<file path="config.mk">
export PLATFORM = sky130hd
export DESIGN_NAME = crc32_feeder
export DESIGN_NICKNAME = d
export VERILOG_FILES = /design/src/rtl/crc32_feeder.sv
export SDC_FILE = /design/constraint.sdc
export NUM_CORES = 1
export LEC_CHECK = 0
export CORE_UTILIZATION = 45
export CTS_CLUSTER_DIAMETER = 40
export DETAILED_ROUTE_END_ITERATION = 7
export GPL_TIMING_DRIVEN = 0
export HOLD_SLACK_MARGIN = 0.1
export PLACE_DENSITY = 0.71
export SYNTH_ARGS = -nofsm -noshare
export SYNTH_HDL_FRONTEND = slang
export SYNTH_SLANG_ARGS = --single-unit
</file>
<file path="constraint.sdc">
create_clock -name clk -period 6.2 [get_ports clk]
set_input_delay 1.24 -clock clk [delete_from_list [all_inputs] [get_ports clk]]
set_output_delay 1.24 -clock clk [all_outputs]
set_load 0.02 [all_outputs]
</file>
<file path="src/rtl/crc32_feeder.sv">
// crc32_feeder: queues message words from the register interface and feeds
// them byte by byte (LSB first) into the crc32_v engine, latching the final
// CRC before the engine is released back to IDLE.
module crc32_feeder #(
   parameter int FIFO_DEPTH = 4
) (
   input  logic                            clk,
   input  logic                            rst_n,
   input  logic                            wr_valid,
   output logic                            wr_ready,
   input  logic [31:0]                     wr_data,
   input  logic [1:0]                      wr_nbytes,
   input  logic                            wr_last,
   input  logic                            abort,
   output logic                            crc_trigger,
   output logic [7:0]                      crc_byte,
   output logic                            crc_data_done,
   input  logic                            crc_busy,
   input  logic                            crc_done_pulse,
   input  logic [31:0]                     crc_value,
   output logic [31:0]                     result,
   output logic                            result_valid,
   output logic                            msg_active,
   output logic                            msg_done,
   output logic                            aborted,
   output logic [15:0]                     byte_count,
   output logic [$clog2(FIFO_DEPTH):0]     fifo_level
);

   localparam int AW = $clog2(FIFO_DEPTH);
   localparam int LW = AW + 1;

   typedef enum logic [2:0] {
      S_IDLE,
      S_LOAD,
      S_ISSUE,
      S_WAIT,
      S_FINISH,
      S_DRAIN
   } state_t;

   state_t          state;
   state_t          state_nxt;

   logic [34:0]     fifo_mem [FIFO_DEPTH];
   logic [AW-1:0]   wr_ptr;
   logic [AW-1:0]   rd_ptr;
   logic            fifo_empty;
   logic            fifo_full;
   logic            push;
   logic            pop;
   logic [34:0]     head;

   logic [31:0]     work_data;
   logic [1:0]      work_nbytes;
   logic            work_last;
   logic [1:0]      byte_idx;

   logic            load_work;
   logic            inc_idx;
   logic            inc_count;
   logic            first_trig;
   logic            latch_result;
   logic            end_msg;
   logic            set_aborted;

   assign fifo_empty = (fifo_level == '0);
   assign fifo_full  = (fifo_level == LW'(FIFO_DEPTH));
   assign wr_ready   = !fifo_full && !abort;
   assign push       = wr_valid && wr_ready;
   assign head       = fifo_mem[rd_ptr];

   // FIFO storage: entry is {last, nbytes, data}; contents need no reset
   always_ff @(posedge clk) begin
      if (push) begin
         fifo_mem[wr_ptr] <= {wr_last, wr_nbytes, wr_data};
      end
   end

   // FIFO pointers and level; abort empties the queue immediately
   always_ff @(posedge clk) begin
      if (!rst_n || abort) begin
         wr_ptr     <= '0;
         rd_ptr     <= '0;
         fifo_level <= '0;
      end else begin
         if (push) wr_ptr <= wr_ptr + AW'(1);
         if (pop)  rd_ptr <= rd_ptr + AW'(1);
         case ({push, pop})
            2'b10:   fifo_level <= fifo_level + LW'(1);
            2'b01:   fifo_level <= fifo_level - LW'(1);
            default: fifo_level <= fifo_level;
         endcase
      end
   end

   // Working word register, loaded from the FIFO head in LOAD
   always_ff @(posedge clk) begin
      if (load_work) begin
         {work_last, work_nbytes, work_data} <= head;
      end
   end

   // Byte currently offered to the engine; held through WAIT and DRAIN
   always_comb begin
      crc_byte = '0;
      if (state == S_ISSUE || state == S_WAIT || state == S_DRAIN) begin
         crc_byte = work_data[8*byte_idx +: 8];
      end
   end

   // State register, byte index and message status
   always_ff @(posedge clk) begin
      if (!rst_n) begin
         state        <= S_IDLE;
         byte_idx     <= '0;
         byte_count   <= '0;
         result       <= '0;
         result_valid <= 1'b0;
         msg_active   <= 1'b0;
         aborted      <= 1'b0;
      end else begin
         state <= state_nxt;
         if (load_work) begin
            byte_idx <= '0;
         end else if (inc_idx) begin
            byte_idx <= byte_idx + 2'd1;
         end
         if (first_trig) begin
            byte_count   <= '0;
            result_valid <= 1'b0;
            aborted      <= 1'b0;
            msg_active   <= 1'b1;
         end
         if (inc_count) begin
            byte_count <= byte_count + 16'd1;
         end
         if (latch_result) begin
            result       <= crc_value;
            result_valid <= 1'b1;
         end
         if (end_msg) begin
            msg_active <= 1'b0;
         end
         if (set_aborted) begin
            aborted <= 1'b1;
         end
      end
   end

   // Next-state logic and engine handshake strobes
   always_comb begin
      state_nxt     = state;
      crc_trigger   = 1'b0;
      crc_data_done = 1'b0;
      msg_done      = 1'b0;
      pop           = 1'b0;
      load_work     = 1'b0;
      inc_idx       = 1'b0;
      inc_count     = 1'b0;
      first_trig    = 1'b0;
      latch_result  = 1'b0;
      end_msg       = 1'b0;
      set_aborted   = 1'b0;
      case (state)
         S_IDLE: begin
            if (abort) begin
               // Engine is parked in Done if a message is open; release it
               if (msg_active) begin
                  crc_data_done = 1'b1;
                  set_aborted   = 1'b1;
                  end_msg       = 1'b1;
               end
            end else if (!fifo_empty) begin
               state_nxt = S_LOAD;
            end
         end
         S_LOAD: begin
            if (abort) begin
               crc_data_done = 1'b1;
               set_aborted   = 1'b1;
               end_msg       = 1'b1;
               state_nxt     = S_IDLE;
            end else begin
               pop       = 1'b1;
               load_work = 1'b1;
               state_nxt = S_ISSUE;
            end
         end
         S_ISSUE: begin
            if (!crc_busy) begin
               crc_trigger = 1'b1;
               first_trig  = !msg_active;
               // A byte launched this cycle must finish before release
               state_nxt   = abort ? S_DRAIN : S_WAIT;
            end else if (abort) begin
               crc_data_done = 1'b1;
               set_aborted   = 1'b1;
               end_msg       = 1'b1;
               state_nxt     = S_IDLE;
            end
         end
         S_WAIT: begin
            if (crc_done_pulse) begin
               inc_count = 1'b1;
               if (abort) begin
                  // Outstanding byte already completed; no drain needed
                  crc_data_done = 1'b1;
                  set_aborted   = 1'b1;
                  end_msg       = 1'b1;
                  state_nxt     = S_IDLE;
               end else if (byte_idx < work_nbytes) begin
                  inc_idx   = 1'b1;
                  state_nxt = S_ISSUE;
               end else if (work_last) begin
                  state_nxt = S_FINISH;
               end else if (!fifo_empty) begin
                  state_nxt = S_LOAD;
               end else begin
                  state_nxt = S_IDLE;
               end
            end else if (abort) begin
               state_nxt = S_DRAIN;
            end
         end
         S_FINISH: begin
            // Engine still in Done: crc_value is the final CRC this cycle
            latch_result  = 1'b1;
            crc_data_done = 1'b1;
            msg_done      = 1'b1;
            end_msg       = 1'b1;
            state_nxt     = (!abort && !fifo_empty) ? S_LOAD : S_IDLE;
         end
         S_DRAIN: begin
            if (crc_done_pulse) begin
               inc_count     = 1'b1;
               crc_data_done = 1'b1;
               set_aborted   = 1'b1;
               end_msg       = 1'b1;
               state_nxt     = S_IDLE;
            end
         end
         default: begin
            state_nxt = S_IDLE;
         end
      endcase
   end

endmodule
</file>
# Word level (Yosys, flattened, before mapping)
# Memories as Yosys holds them, arrays and structs flattened. A register that Yosys moved wholly into a read port is not among the register bits.
# Index checks and enable logic that the tools add are counted.
[totals] register_bits=63 ram_bits=140 input_bits=73 output_inout_bits=66 word_cells=98 memories=1
[mem_list] name="fifo_mem" words=4 word_bits=35 rd=1 rd_ports_with_merged_regs=1 wr=1 line_no="45" rtl="logic [34:0] fifo_mem [FIFO_DEPTH];"
[classes] addsub=6 n_lt_le_gt_ge=1 n_eq_ne=13 n_shift=1 mux=44 bitwise_logic=1 n_reduce_logical=21
[ops] operator="3-bit 2-to-1 mux" count=11
[ops] operator="16-bit 2-to-1 mux" count=2
[ops] operator="32-bit by 6-bit indexed part select with 8-bit output" count=1
[ops] operator="1-bit 2-to-1 mux" count=25
[ops] operator="3-bit one-hot mux with 6 select lines" count=1
[ops] operator="16-bit by 1-bit adder with 16-bit output, second input constant" count=1
[ops] operator="3-bit equality test, second input constant" count=3
[ops] operator="8-bit 2-to-1 mux" count=1
[ops] operator="2-bit nonzero test" count=4
[ops] operator="2-bit by 1-bit adder with 2-bit output, second input constant" count=3
[ops] operator="3-bit by 2-bit equality test with 1-bit output, second input constant" count=2
[ops] operator="3-bit zero test" count=2
[ops] operator="2-bit != test, second input constant" count=3
[ops] operator="3-bit != test, second input constant" count=2
[ops] operator="1-bit one-hot mux with 6 select lines" count=1
[ops] operator="3-bit one-hot mux with 2 select lines" count=1
[ops] operator="2-bit OR reduction" count=3
[ops] operator="1-bit zero test" count=5
[ops] operator="1-bit one-hot mux with 5 select lines" count=1
[ops] operator="5-bit AND reduction" count=1
[ops] operator="3-bit by 1-bit adder with 3-bit output, second input constant" count=1
[ops] operator="3-bit by 1-bit equality test with 1-bit output, second input constant" count=1
[ops] operator="1-bit logical AND" count=3
[ops] operator="1-bit logical OR" count=3
[ops] operator="6 further kinds" count=6

# Depth between registers and ports, before layout
# Gate-level depths: netlist (run 1).
[logic_depth] word_depth=7 depth_mapped=9 depth_no_buf=9

# Worst setup path after synthesis (run 1)
# No wires, ideal clock.
[synth_path] path_kind="input to register" start="input abort" end="register fifo_level[2]" setup_time_ns=0.071 t_arrival_ns=5.073 required_ns=6.129 slack_ns=1.056 cell_stages=8 path_buffers=1 path_cell_list="clkbuf_1 > nor4b_2 > ha_1 > inv_1 > fa_1 > xor2_1 > or3_1 > a21oi_1"
[synth_between] elab_cells_between_ends=10 cone_classes="eq/ne: 2; mux: 3; reduce/logical: 5"
[synth_lines] item="from (decl)" line_no="14" rtl="input logic abort,"
[synth_lines] item="1-bit 2-to-1 mux * (2 in series)"
[synth_lines] item="via load_work" line_no="59" rtl="logic load_work;"
[synth_lines] item="2-bit by 1-bit equality test with 1-bit output / 2-bit equality test (equally long branches)" line_no="89" rtl="case ({push, pop})"
[synth_lines] item="3-bit one-hot mux with 2 select lines / 2-bit nonzero test (equally long branches)"
[synth_lines] item="to (signal assigned)" line_no="90" rtl="2'b10: fifo_level <= fifo_level + LW'(1);"
[synth_lines] item="to (signal assigned)" line_no="91" rtl="2'b01: fifo_level <= fifo_level - LW'(1);"
[synth_lines] item="to (signal assigned)" line_no="92" rtl="default: fifo_level <= fifo_level;"
[synth_lines] item="to (decl)" line_no="27" rtl="output logic [$clog2(FIFO_DEPTH):0] fifo_level"
# The timed path passes the listed nets; every way through them passes the cells marked *.
# A chain may end at the register's enable or synchronous reset.

# Worst setup path in the final report (run 1)
[layout_path] start="input crc_done_pulse" end="output crc_data_done"
[layout_between] elab_chain_cells=2 elab_cells_between_ends=3 cone_classes="mux: 3"
[layout_lines] item="from (decl)" line_no="19" rtl="input logic crc_done_pulse,"
[layout_lines] item="1-bit 2-to-1 mux, on equally long branches" line_no="235, 204"
[layout_lines] item="1-bit one-hot mux with 6 select lines *" line_no="165" rtl="case (state)"
[layout_lines] item="to (decl)" line_no="17" rtl="output logic crc_data_done,"
# Mark *: on every way between the ends. The rest lies on a longest branch, timed or not.

==> results of run 1 <==
registers in the layout, summed over array words and instances, names as in the netlist, 3 cells and up:
register    flops
fifo_mem      140
byte_count     16
fifo_level      3
work_data      32
state           3
result         32
power groups by stage:
stage | sequential, W | combinational [W] | clock, W
CTS | 0.00173 | 0.000122 | 0.00189
global placement | 0.00176 | 0.000113 | 0
detailed placement | 0.00176 | 0.000121 | 0
floorplan | 0.00176 | 0.0000402 | 0
global route | 0.00173 | 0.000129 | 0.00196
finish | 0.00173 | 0.000120 | 0.00185
synth_stat cells, drive strengths merged (4+ instances only):
cell | n | area [µm²]
nor2 | 20 | 75.1
dfxtp | 63 | 1260
o21ai | 9 | 45.0
mux4 | 43 | 968
edfxtp | 175 | 5260
nor2b | 9 | 56.3
nand4 | 6 | 37.5
clkbuf | 15 | 56.3
a31oi | 5 | 31.3
nor3 | 6 | 30.0
xnor2 | 8 | 77.6
buf | 11 | 63.8
a21oi | 43 | 215
xor2 | 4 | 42.6
nand2 | 79 | 297
nor4 | 7 | 50.1
mux2i | 5 | 50.1
inv | 18 | 67.6
and2 | 6 | 37.5
ha | 7 | 87.6
nand2b | 5 | 31.3
nand3 | 11 | 55.1
kinds of logic (layout without fill, tap and decap cells):
group	Yosys count	count (layout)
flip-flops	238	238
adder cells (fa/ha/maj)	9	9
AND/OR/NAND/NOR	166	166
AO/OA/AOI/OAI	78	78
buffers and inverters	45	250
XOR/XNOR	12	12
multiplexers	48	48
layout make-up:
cell class / instances / area, µm²
Fill cell: 1500 / 7940
Clock inverter: 19 / 186
Clock buffer: 42 / 933
Buffer: 26 / 120
Tap cell: 270 / 338
Sequential cell: 238 / 6520
Multi-Input combinational cell: 313 / 2540
Inverter: 19 / 71.3
Timing Repair Buffer: 144 / 1520
layer usage:
metal  vias to the layer above  routed length (µm)  GRT usage, %  share of wire, %
met5                         -                   0             0                 0
met2                       229               10200          35.2                50
met1                      2803                8410          24.6                41
met4                         0                 525          7.32               2.6
met3                        43                1400          4.78               6.8
li1                       2637                   -             -                 -
per-stage QoR:
stage / hold WS [ns] / util (%)
4_1_cts: 0.455 / 60.6
6_report: 0.455 / 60.6
3_3_place_gp: 0.441 / 54.3
3_5_place_dp: 0.449 / 55.1
2_1_floorplan: 0.514 / -
5_1_grt: 0.474 / 60.6
path summary, 6_finish.rpt:
| check | endpoint | slack [ns] |
|---|---|---|
| worst max-delay path | crc_data_done | 1.66 |
| worst min-delay path | result[9] | 0.45 |
| worst max register to register | fifo_level[1] | 3.71 |
| worst min register to register | result[9] | 0.45 |
worst max-delay path, cell delays in order:
cell,delay [ns]
clkdlybuf4s50_1,0.61
maj3_1,0.43
a22oi_1,0.23
o21ai_0,0.20
clkdlybuf4s50_1,0.58
==> run_results.csv, run 1 <==
group,metric,value,unit
yosys,ys.flop_type,"edfxtp_1",
setup_path,critPathKind,"primary input to output port",
cts,ctsResizeCount,0,
hold_path,min_path_type,"flip-flop to flip-flop",
floorplanning,die_width,145,µm
placed_design,place_ws,1.71,ns
cts,cts_buffers,34,
route,drt.antenna.violating_nets,0,
yosys,yosysSeqAreaShare,70.5,%
sta,finalCriticalPeriod,4.54,ns
yosys,synth_top_family_by_area,"multiplexers",
setup_path,r2r-start,"fifo_level[0]",
setup_path,cp_data_required_time,4.96,ns
sta,finalClockSkew,0.0239,ns
yosys,syn-cell-area,9240,µm²
final_layout,layout.nets,857,
cts,cts.sinks,238,
floorplanning,ios,139,
yosys,syn-instance-count,596,
placed_design,io_buffers,137,
global_routing,grt_use_total,20.3,%
placed_design,dp_hpwl,14.2,mm
yosys,yosys_warnings,0,
power,power.share.switching,20.1,%
placed_design,placed_area,11100,µm²
power,pwr-share-seq,46.8,%
power,finalPower,0.00370,W
setup_path,cp-start-kind,"primary input",
sta,rsz0062_at_grt,"false",
hold_path,min_from,"result[9]",
sta,worst_pin_slew,0.950,ns
sta,finalSetupTns,0,ns
sta,fmax,0.220,GHz
route,num_vias,5712,
yosys,synth_compound_area_share,5.01,%
final_layout,layout_commonest_cell,"edfxtp_1",
cts,ctsHoldBuffers,0,
sta,hold_viol_final,0,
final_layout,area_growth,32.4,%
power,leakage,3.93,nW
sta,final_max_slew_viol_count,0,
route,post-route-drc-count,0,
sta,setup_ws,1.66,ns
yosys,syn_nets,677,
yosys,synth-simple-area-share,8.76,%
final_layout,final_cell_mix,"175 x edfxtp_1, 137 x clkdlybuf4s50_1, 79 x nand2_1, 63 x dfxtp_1",
global_routing,grt_max_degree,20,
floorplanning,initial_core_util,45.8,%
yosys,synthDistinctLibCells,55,
route,first_pass_iters,5,
cts,clk_path_buf_depth,3,
setup_path,end_kind,"output port",
power,power.density,302,nW/µm²
route,via_per_inst,5.33,
yosys,muxShareOfSynthArea,11.0,%
final_layout,final_cells,1071,
yosys,synth-seq-cells,238,
global_routing,overflow,0,
yosys,async_reset_ff_share,0,%
floorplanning,dieArea,21100,µm²
cts,post_cts_buffers,0,
global_routing,grt_pass1_vias,6032,
run,maxCapViolCount,0,
setup_path,setup.worst_path.start,"crc_done_pulse",
power,p_int,0.00295,W
setup_path,crit_path_max_fanout,8,
placed_design,place_inst,1010,
power,p_comb_share,3.3,%
final_layout,stdcell_area,12200,µm²
floorplanning,die_h,145,µm
power,switchingPower,0.000743,W
global_routing,antenna_found_initial,0,
route,drt_iter0_markers,345,
setup_path,ff2ff_path_depth,9,
yosys,synth.avg_cell_area,15.5,µm²
cts,cts-root-buf,"clkbuf_16",
status,status,"complete, no violations",
sta,slew_headroom,36.7,%
global_routing,grt_pass1_wl,32.7,mm
sta,finalSetupViolations,0,
yosys,synth-xor-area-share,1.30,%
yosys,synth_edf_count,175,
final_layout,diodes,0,
cts,h-tree-depth,2,
floorplanning,rows,52,
hold_path,min_path_cells,2,
setup_path,cp.arrival,3.30,ns
cts,clk_pin_slew_worst_paths,0.05,ns
power,clock_power_share,49.9,%
sta,fin_crit_sh,73.2,%
power,vdd_drop_max,0.275,mV
final_layout,drive_gt1_share,15.7,%
cts,cts_tree,"built",
placed_design,place_congestion,0.886,
route,wire_per_inst,19.2,µm
cts,clk_latency,0.51,ns
yosys,synth_fa_ha_area_share,1.27,%
route,wl,20.5,mm
floorplanning,core-area,20200,µm²
(Power assumes the default switching activity.)
==> run 2, diff against run 1 <==
==> constraint.sdc (replaced) <==
create_clock -name clk -period 4.4 [get_ports clk]
set_input_delay 0.88 -clock clk [delete_from_list [all_inputs] [get_ports clk]]
set_output_delay 0.88 -clock clk [all_outputs]
set_load 0.02 [all_outputs]
==> run_results.csv, run 2 (synthesis results as in run 1) <==
group,metric,value,unit
final_layout,top_register,"fifo_mem",
sta,finalSetupViolations,0,
placed_design,io_buffers,137,
final_layout,final_cell_mix,"175 x edfxtp_1, 137 x clkdlybuf4s50_1, 79 x nand2_1, 63 x dfxtp_1",
setup_path,end_kind,"output port",
sta,hold_viol_final,0,
cts,cts_tree,"built",
hold_path,min_path_type,"flip-flop to flip-flop",
sta,rsz0062_at_grt,"false",
sta,final_max_slew_viol_count,0,
route,num_vias,5729,
global_routing,overflow,0,
setup_path,cp_slowest_stage_delay,0.59,ns
sta,fmax,0.262,GHz
global_routing,grt_use_met2,34.6,%
global_routing,grt_use_total,19.3,%
global_routing,grt_pass1_wl,32.0,mm
route,post-route-drc-count,0,
setup_path,critPathKind,"primary input to output port",
floorplanning,dieArea,21100,µm²
sta,slew_headroom,37.3,%
route,wire_per_inst,19.1,µm
final_layout,largest_register_ffs,140,
floorplanning,rows,52,
route,first_pass_iters,6,
final_layout,diodes,0,
global_routing,grt_max_degree,30,
final_layout,layout.nets,852,
sta,finalSetupTns,0,ns
sta,finalClockSkew,0.0198,ns
cts,ctsResizeCount,0,
sta,worst_pin_slew,0.935,ns
global_routing,grt_pass1_vias,5969,
global_routing,busiest_layer,"met2",
final_layout,drive_gt1_share,15.5,%
cts,cts_buffers,30,
placed_design,place_congestion,0.955,
route,drt.antenna.violating_nets,0,
cts,cts-root-buf,"clkbuf_16",
floorplanning,die_h,145,µm
power,power.density,427,nW/µm²
cts,h-tree-depth,1,
cts,post_cts_buffers,0,
power,leakage,3.90,nW
floorplanning,initial_core_util,45.8,%
placed_design,dp_hpwl,13.4,mm
sta,fin_crit_sh,86.7,%
setup_path,cp_slowest_cell,"clkdlybuf4s50_1",
floorplanning,core-area,20200,µm²
cts,clk_latency,0.55,ns
sta,hold_ws,0.455,ns
power,vdd_drop_max,0.411,mV
route,wl,20.3,mm
setup_path,worstPathCellList,"clkdlybuf4s50_1 -> maj3_1 -> a22oi_1 -> o21ai_0 -> clkdlybuf4s50_1",
floorplanning,ios,139,
setup_path,crit_path_max_fanout,8,
cts,clk_path_buf_depth,3,
run,maxCapViolCount,0,
global_routing,use_met1,23.8,%
final_layout,layout_commonest_cell,"edfxtp_1",
cts,cts.sinks,238,
setup_path,cp-start-kind,"primary input",
setup_path,cp.arrival,2.93,ns
global_routing,grtUsageMet3,3.55,%
sta,finalCriticalPeriod,3.81,ns
final_layout,area_growth,31.6,%
status,status,"complete, no violations",
route,via_per_inst,5.39,
route,drt_iter0_markers,440,
cts,ctsHoldBuffers,0,
global_routing,antenna_found_initial,0,
cts,clk_pin_slew_worst_paths,0.05,ns
floorplanning,die_width,145,µm
setup_path,critPathTopFamily,"buffers and inverters",
setup_path,crit_buf_inv,2,
setup_path,cp_common_cell,"clkdlybuf4s50_1",
setup_path,cp_data_required_time,3.52,ns
run 2: cell count changes in the layout (fill, tap and decap cells not counted), sizes merged:
cell and change:
buf -1, bufinv +4, clkbuf -7, clkinv -3, clkinvlp -1
run 2: cell type report:
cell class | instances | area, µm²
inverters | 19 | 71.3
well taps | 270 | 338
clock inverters | 19 | 279
clock buffers | 35 | 805
flip-flops and latches | 238 | 6520
repair buffers | 143 | 1480
multi-input cells | 313 | 2540
plain buffers | 26 | 120
fillers | 1473 | 8020
run 2: power breakdown:
group | switching [W] | internal (W) | total [W]
registers | 0.00000826 | 0.00243 | 0.00244
logic | 0.0000793 | 0.0000902 | 0.000170
clock network | 0.000921 | 0.00166 | 0.00258
run 2: worst min-delay path, delay by kind of cell, from the launching register on:
kind               cells  cell delay [ns]
AOI/OAI and AO/OA      1             0.05
DFF                    1             0.30
and+or+nand+nor        1             0.05
run 2: through the flow:
| stage | power [W] | cell area (µm²) | setup slack [ns] | util [%] | std cells |
|---|---|---|---|---|---|
| after floorplan | 0.00254 | 9250 | 0.548 | - | 596 |
| after global placement | 0.00264 | 11000 | -0.211 | 54.3 | 1003 |
| after detailed placement | 0.00266 | 11100 | 0.634 | 54.9 | 1009 |
| after CTS | 0.00524 | 12200 | 0.568 | 60.3 | 1063 |
| after global routing | 0.00534 | 12200 | 0.462 | 60.3 | 1063 |
| final | 0.00519 | 12200 | 0.587 | 60.3 | 1063 |
run 2: per-layer routing:
metal / vias to the layer above / part of all wire [%] / wire [µm]
li1: 2623 / - / -
met1: 2824 / 40 / 8100
met2: 241 / 51 / 10300
met3: 41 / 7.0 / 1410
met4: 0 / 2.7 / 546
met5: - / 0 / 0
run 2: worst paths after layout:
path | endpoint | slack [ns] | start | cells past startpoint
worst max-delay path | crc_data_done | 0.59 | crc_done_pulse | 5
worst min-delay path | result[20] | 0.45 | result[20] | 2
worst max register to register | fifo_level[2] | 1.59 | state[1] | 8
worst min register to register | result[20] | 0.45 | result[20] | 2
